File: config.mk
export PLATFORM = sky130hd
export DESIGN_NAME = pwm_duty_ramp
export DESIGN_NICKNAME = d
export VERILOG_FILES = /design/src/rtl/pwm_pkg.sv /design/src/rtl/tick_prescaler.sv /design/src/rtl/pwm_duty_ramp.sv
export SDC_FILE = /design/constraint.sdc
export NUM_CORES = 1
export LEC_CHECK = 0
export ABC_CLOCK_PERIOD_IN_PS = 2300
export CAP_MARGIN = 25
export CORE_UTILIZATION = 52
export DETAILED_ROUTE_END_ITERATION = 7
export GPL_TIMING_DRIVEN = 0
export PLACE_DENSITY = 0.83
export SYNTH_ARGS = -nofsm -noshare
export SYNTH_HDL_FRONTEND = slang
export SYNTH_SLANG_ARGS = --single-unit
export TNS_END_PERCENT = 10
File: constraint.sdc
create_clock -name CLOCK_50 -period 2.3 [get_ports CLOCK_50]
set_clock_uncertainty 0.05 [all_clocks]
set_input_delay 0.23 -clock CLOCK_50 [delete_from_list [all_inputs] [get_ports CLOCK_50]]
set_output_delay 0.23 -clock CLOCK_50 [all_outputs]
set_load 0.01 [all_outputs]
File: src/rtl/pwm_pkg.sv
// Shared definitions for the LED PWM duty-ramp slice: phase encoding,
// default duty width and the step-sanitising helper.
package pwm_pkg;

    localparam int PWM_WIDTH = 11;
    localparam logic [PWM_WIDTH-1:0] DUTY_MAX = {PWM_WIDTH{1'b1}};

    typedef enum logic [2:0] {
        PH_IDLE     = 3'd0,
        PH_RISE     = 3'd1,
        PH_HOLD_TOP = 3'd2,
        PH_FALL     = 3'd3,
        PH_HOLD_BOT = 3'd4
    } phase_e;

    // A zero step would stall the ramp forever, so it is promoted to one.
    function automatic logic [3:0] eff_step(input logic [3:0] step_in);
        return (step_in == 4'd0) ? 4'd1 : step_in;
    endfunction

endpackage

File: src/rtl/tick_prescaler.sv
// Free-running prescaler that emits a one-cycle tick every 2^DIV_BITS
// enabled clocks; it freezes together with the ramp when enable is low.
module tick_prescaler #(
    parameter int DIV_BITS = 14
) (
    input  logic CLOCK_50,
    input  logic reset,
    input  logic enable,
    output logic tick
);

    logic [DIV_BITS-1:0] count_r;

    // Prescaler count: wraps naturally at all ones.
    always_ff @(posedge CLOCK_50) begin
        if (reset) begin
            count_r <= '0;
        end else if (enable) begin
            count_r <= count_r + {{(DIV_BITS-1){1'b0}}, 1'b1};
        end else begin
            count_r <= count_r;
        end
    end

    // Gated by enable so a count parked at all ones cannot fire repeatedly.
    assign tick = enable && (count_r == {DIV_BITS{1'b1}});

endmodule

File: src/rtl/pwm_duty_ramp.sv
// Triangular breathing duty source with dwell at both extremes, handing
// each new duty word to the PWM comparator over a valid/ready handshake.
module pwm_duty_ramp
    import pwm_pkg::*;
#(
    parameter int WIDTH       = PWM_WIDTH,
    parameter int DIV_BITS    = 14,
    parameter int PAUSE_TICKS = 64
) (
    input  logic             CLOCK_50,
    input  logic             reset,
    input  logic             enable,
    input  logic [3:0]       step,
    output logic [WIDTH-1:0] duty,
    output logic             duty_valid,
    input  logic             duty_ready,
    output logic [2:0]       phase,
    output logic             overrun
);

    localparam logic [WIDTH-1:0] TOP_VAL    = {WIDTH{1'b1}};
    localparam logic [7:0]       PAUSE_LAST = 8'(PAUSE_TICKS - 1);

    logic             tick_s;
    logic [WIDTH:0]   step_s;
    logic [WIDTH:0]   sum_s;
    logic             floor_s;
    logic             stall_s;

    phase_e           phase_r;
    logic [WIDTH-1:0] duty_r;
    logic             duty_valid_r;
    logic             overrun_r;
    logic [7:0]       pause_cnt_r;

    tick_prescaler #(
        .DIV_BITS (DIV_BITS)
    ) u_prescaler (
        .CLOCK_50 (CLOCK_50),
        .reset    (reset),
        .enable   (enable),
        .tick     (tick_s)
    );

    // Ramp arithmetic in WIDTH+1 bits so neither direction can wrap.
    always_comb begin
        step_s  = {{(WIDTH-3){1'b0}}, eff_step(step)};
        sum_s   = {1'b0, duty_r} + step_s;
        floor_s = ({1'b0, duty_r} <= step_s);
        stall_s = duty_valid_r && !duty_ready;
    end

    // Ramp FSM, handshake and sticky overrun flag.
    always_ff @(posedge CLOCK_50) begin
        if (reset) begin
            phase_r      <= PH_IDLE;
            duty_r       <= '0;
            duty_valid_r <= 1'b0;
            overrun_r    <= 1'b0;
            pause_cnt_r  <= 8'd0;
        end else begin
            // An accept clears valid; a same-edge reload below re-raises it.
            if (duty_valid_r && duty_ready) begin
                duty_valid_r <= 1'b0;
            end else begin
                duty_valid_r <= duty_valid_r;
            end

            if (tick_s && stall_s) begin
                overrun_r <= 1'b1;
            end else if (tick_s) begin
                case (phase_r)
                    PH_IDLE: begin
                        phase_r <= PH_RISE;
                    end
                    PH_RISE: begin
                        duty_valid_r <= 1'b1;
                        if (sum_s >= {1'b0, TOP_VAL}) begin
                            duty_r  <= TOP_VAL;
                            phase_r <= PH_HOLD_TOP;
                        end else begin
                            duty_r  <= sum_s[WIDTH-1:0];
                        end
                    end
                    PH_HOLD_TOP: begin
                        if (pause_cnt_r == PAUSE_LAST) begin
                            pause_cnt_r <= 8'd0;
                            phase_r     <= PH_FALL;
                        end else begin
                            pause_cnt_r <= pause_cnt_r + 8'd1;
                        end
                    end
                    PH_FALL: begin
                        duty_valid_r <= 1'b1;
                        if (floor_s) begin
                            duty_r  <= '0;
                            phase_r <= PH_HOLD_BOT;
                        end else begin
                            duty_r  <= duty_r - step_s[WIDTH-1:0];
                        end
                    end
                    PH_HOLD_BOT: begin
                        if (pause_cnt_r == PAUSE_LAST) begin
                            pause_cnt_r <= 8'd0;
                            phase_r     <= PH_RISE;
                        end else begin
                            pause_cnt_r <= pause_cnt_r + 8'd1;
                        end
                    end
                    default: begin
                        phase_r     <= PH_IDLE;
                        pause_cnt_r <= 8'd0;
                    end
                endcase
            end else begin
                phase_r <= phase_r;
            end
        end
    end

    assign duty       = duty_r;
    assign duty_valid = duty_valid_r;
    assign phase      = phase_r;
    assign overrun    = overrun_r;

endmodule

==> results.ini <==
[status]
status=completed

[synth]
syn_avg_cell_area_um2=8.20
seq_area_frac_synth_pct=29.2
synth_top_cell_area_share_pct=29.2
yosys-top-cells-count=dfxtp_1 (38), nor2_1 (38), nand2_1 (20), xor2_1 (16), a21oi_1 (15)
synthArstFlopShare_pct=0
synth_area_leaders=dfxtp_1 (29%), nor2_1 (5.5%), xor2_1 (5.4%)
synth-seq-cells=38
synth_top_area_cell=dfxtp_1
yosysWarnings=0
synth_edf_count=0
syn_nets=338
synth-main-ff-cell=dfxtp_1
synth.cell_area_um2=2610
syn_inst=318
synthDistinctLibCells=63

[floorplanning]
chipHeight_um=72.8
row_count=25
io_pins=24
coreArea_um2=4790
start_util_pct=54.5
die_w_um=72.8
die_area_um2=5300

[hold_path]
min_from=overrun
holdCritPathClass=reg2reg
hold_depth=2
hold-path-endpoint=overrun

[critical_path]
timing.rr.end=phase[0]
crit_type=in2reg
reg2reg_setup_slack_ps=70
critPathLaunchType=primary input
critPathMaxStageDelay_ps=380
critPathCaptureType=flop
slowest_stage=fa_2
rr_worst_depth=7
rr_startpoint=duty[1]
cp_max_fo=4
cp_cell_sequence=dlygate4sd2_1, inv_2, a31o_4, ha_4, inv_1, fa_2, a21o_1, a211o_1, nor2b_1, a211oi_1, o21ai_1, o22ai_1
cp.required_ps=2410
cp_num_buf_inv=3
cp.arrival_ps=2360
critical_path.top_delay_family=compound AO/OA/AOI/OAI gates

[global_routing]
grt_usage_pct=25.6
grt_pass1_vias=2335
grt_pass1_wl_um=10600
antenna_found_initial=0
grt_max_degree=12
grt_remaining_overflow=0

[sta]
period_share_pct=97.6
rsz0062_at_grt=yes
drv_slew=0
setup-violations-final=0
hold_viol_final=0
slew_headroom_pct=65.3
hold_slack_ps=429
setup_ws_ps=55.1
fmax_ghz=0.445
period_needed_ps=2240
tightest_slew_ps=520

[place]
routabilityCongestion=0.940
dp_worst_setup_slack_ps=-815
placed_cells=408
portBuffers=23
dp_hpwl_um=4570

[clock_network]
cts_buffers=5
clk_latency_ps=290
htreeDepth=2
clock-sinks=38
hold_buffers=0
cts_root_buffer=clkbuf_8
cts_tree=yes
clockBufferDepth=2
clk_pin_slew_ps=70

[power_and_ir_drop]
p_leak_uw=0.00114
ir_worst_vdd_mv=0.334
powerDensity_nw_per_um2=379

[drt]
drt-vias-per-instance=6.00
ant_nets=0
drtPass1Iterations=5
drt_iter0_markers=294
wl_um=6530
drc=0
post_drt_wl_per_cell_um=15.6
dr_total_vias=2516

[layout]
multi_input_comb_area_um2=1780
drive_gt1_share_pct=16.8
diodes=0
area_growth_pct=20.1
fillers=423
final_nets=372
ff_latch_area_um2=769
final_cells=419

[flow_run]
cap_violations=0

[what timing repair did]
item                       in CTS  in global routing
resized for setup              23                 14
pin swaps                       9                  8
setup endpoints to repair      14                 10
hold endpoints to repair        0                  0
buffers inserted                1                  3
[routing by layer]
| layer | routed length (um) | vias up | global-route usage (%) | share of wire (%) |
|---|---|---|---|---|
| met5 | 0 | - | 0 | 0 |
| met4 | 133 | 0 | 11.3 | 2.0 |
| met3 | 441 | 16 | 4.42 | 6.8 |
| met2 | 3060 | 108 | 42.1 | 47 |
| met1 | 2900 | 1159 | 33.1 | 44 |
| li1 | - | 1233 | - | - |
[tightest hold or removal path, cell delays in order (launching register included)]
cell	delay, ps
dfxtp_1	330
a21oi_1	40
nor2_1	70
[how the worst max path moves through the flow]
stage	from	endpoint	slack, ps	cells after the start
after global placement	step[1]	duty[4]	-770	10
final	step[3]	duty[10]	60	12
after CTS	duty[0]	duty[10]	10	10
after detailed placement	step[1]	phase[0]	-810	10
after floorplan	step[2]	phase[0]	20	9
after global routing	duty[2]	duty[10]	-40	8
[where the power goes]
| group | total, uW | internal [uW] | switching, uW |
|---|---|---|---|
| Clock | 425 | 203 | 222 |
| Sequential | 663 | 659 | 4.05 |
| Combinational | 102 | 44.1 | 57.6 |
| Total | 1190 | 906 | 283 |
[sequential cells by signal, indices dropped and copies added, names as in the netlist]
name                 cells
u_prescaler.count_r     14
duty_valid               1
duty                    11
overrun                  1
pause_cnt_r              8
phase                    3
[final cells by class]
cell class,instances,share of cell area [%]
Clock buffer,5,2.20
Buffer,19,3.39
Sequential cell,38,24.6
Tap cell,67,2.67
Clock inverter,2,0.319
Multi-Input combinational cell,247,56.9
Inverter,14,1.76
Timing Repair Buffer,27,8.22
[cell families after synthesis]
group,share of synthesized area (%)
XOR/XNOR,8.73
multiplexers,1.20
flip-flops,29.2
AND/OR/NAND/NOR,26.4
AO/OA/AOI/OAI,22.4
adder cells (fa/ha/maj),6.33
buffers and inverters,5.76
[cells in the final DEF (no fill, tap or decap), drive strengths merged, types with 2 or more instances in the layout]
cell type / netlist / routed
a21oi: 15 / 15
nor4: 2 / 2
nand2b: 4 / 4
nor3: 8 / 8
a2111oi: 2 / 2
clkdlybuf4s50: 0 / 19
nand3: 13 / 13
a221oi: 4 / 4
clkbuf: 7 / 13
o211ai: 4 / 4
and2: 3 / 3
nor2: 38 / 38
a311oi: 3 / 3
mux2i: 2 / 2
ha: 10 / 10
o21a: 2 / 2
xnor2: 10 / 10
o21ai: 12 / 12
and3: 10 / 10
nand2: 20 / 20
a211oi: 5 / 5
buf: 12 / 15
xor2: 16 / 16
dlygate4sd2: 0 / 3
and4: 5 / 5
a21o: 2 / 2
inv: 14 / 14
dfxtp: 38 / 38
o2111ai: 2 / 2
a31oi: 7 / 7
nand4: 13 / 13
clkinv: 0 / 2
o31ai: 4 / 4
fa: 2 / 2
a31o: 3 / 3
o22ai: 4 / 4
o32ai: 2 / 2
nor2b: 6 / 6
a211o: 3 / 3
[stage by stage]
step / cell area [um2] / power, uW / utilization [%] / setup TNS [ps]
2_1_floorplan: 2610 / 737 / - / 0
3_3_place_gp: 2930 / 766 / 61.1 / -8550
3_5_place_dp: 2930 / 769 / 61.1 / -9000
4_1_cts: 3060 / 1200 / 64.0 / 0
5_1_grt: 3130 / 1240 / 65.5 / -112
6_report: 3130 / 1190 / 65.5 / 0
No activity file was read; power rests on OpenSTA's default activity.
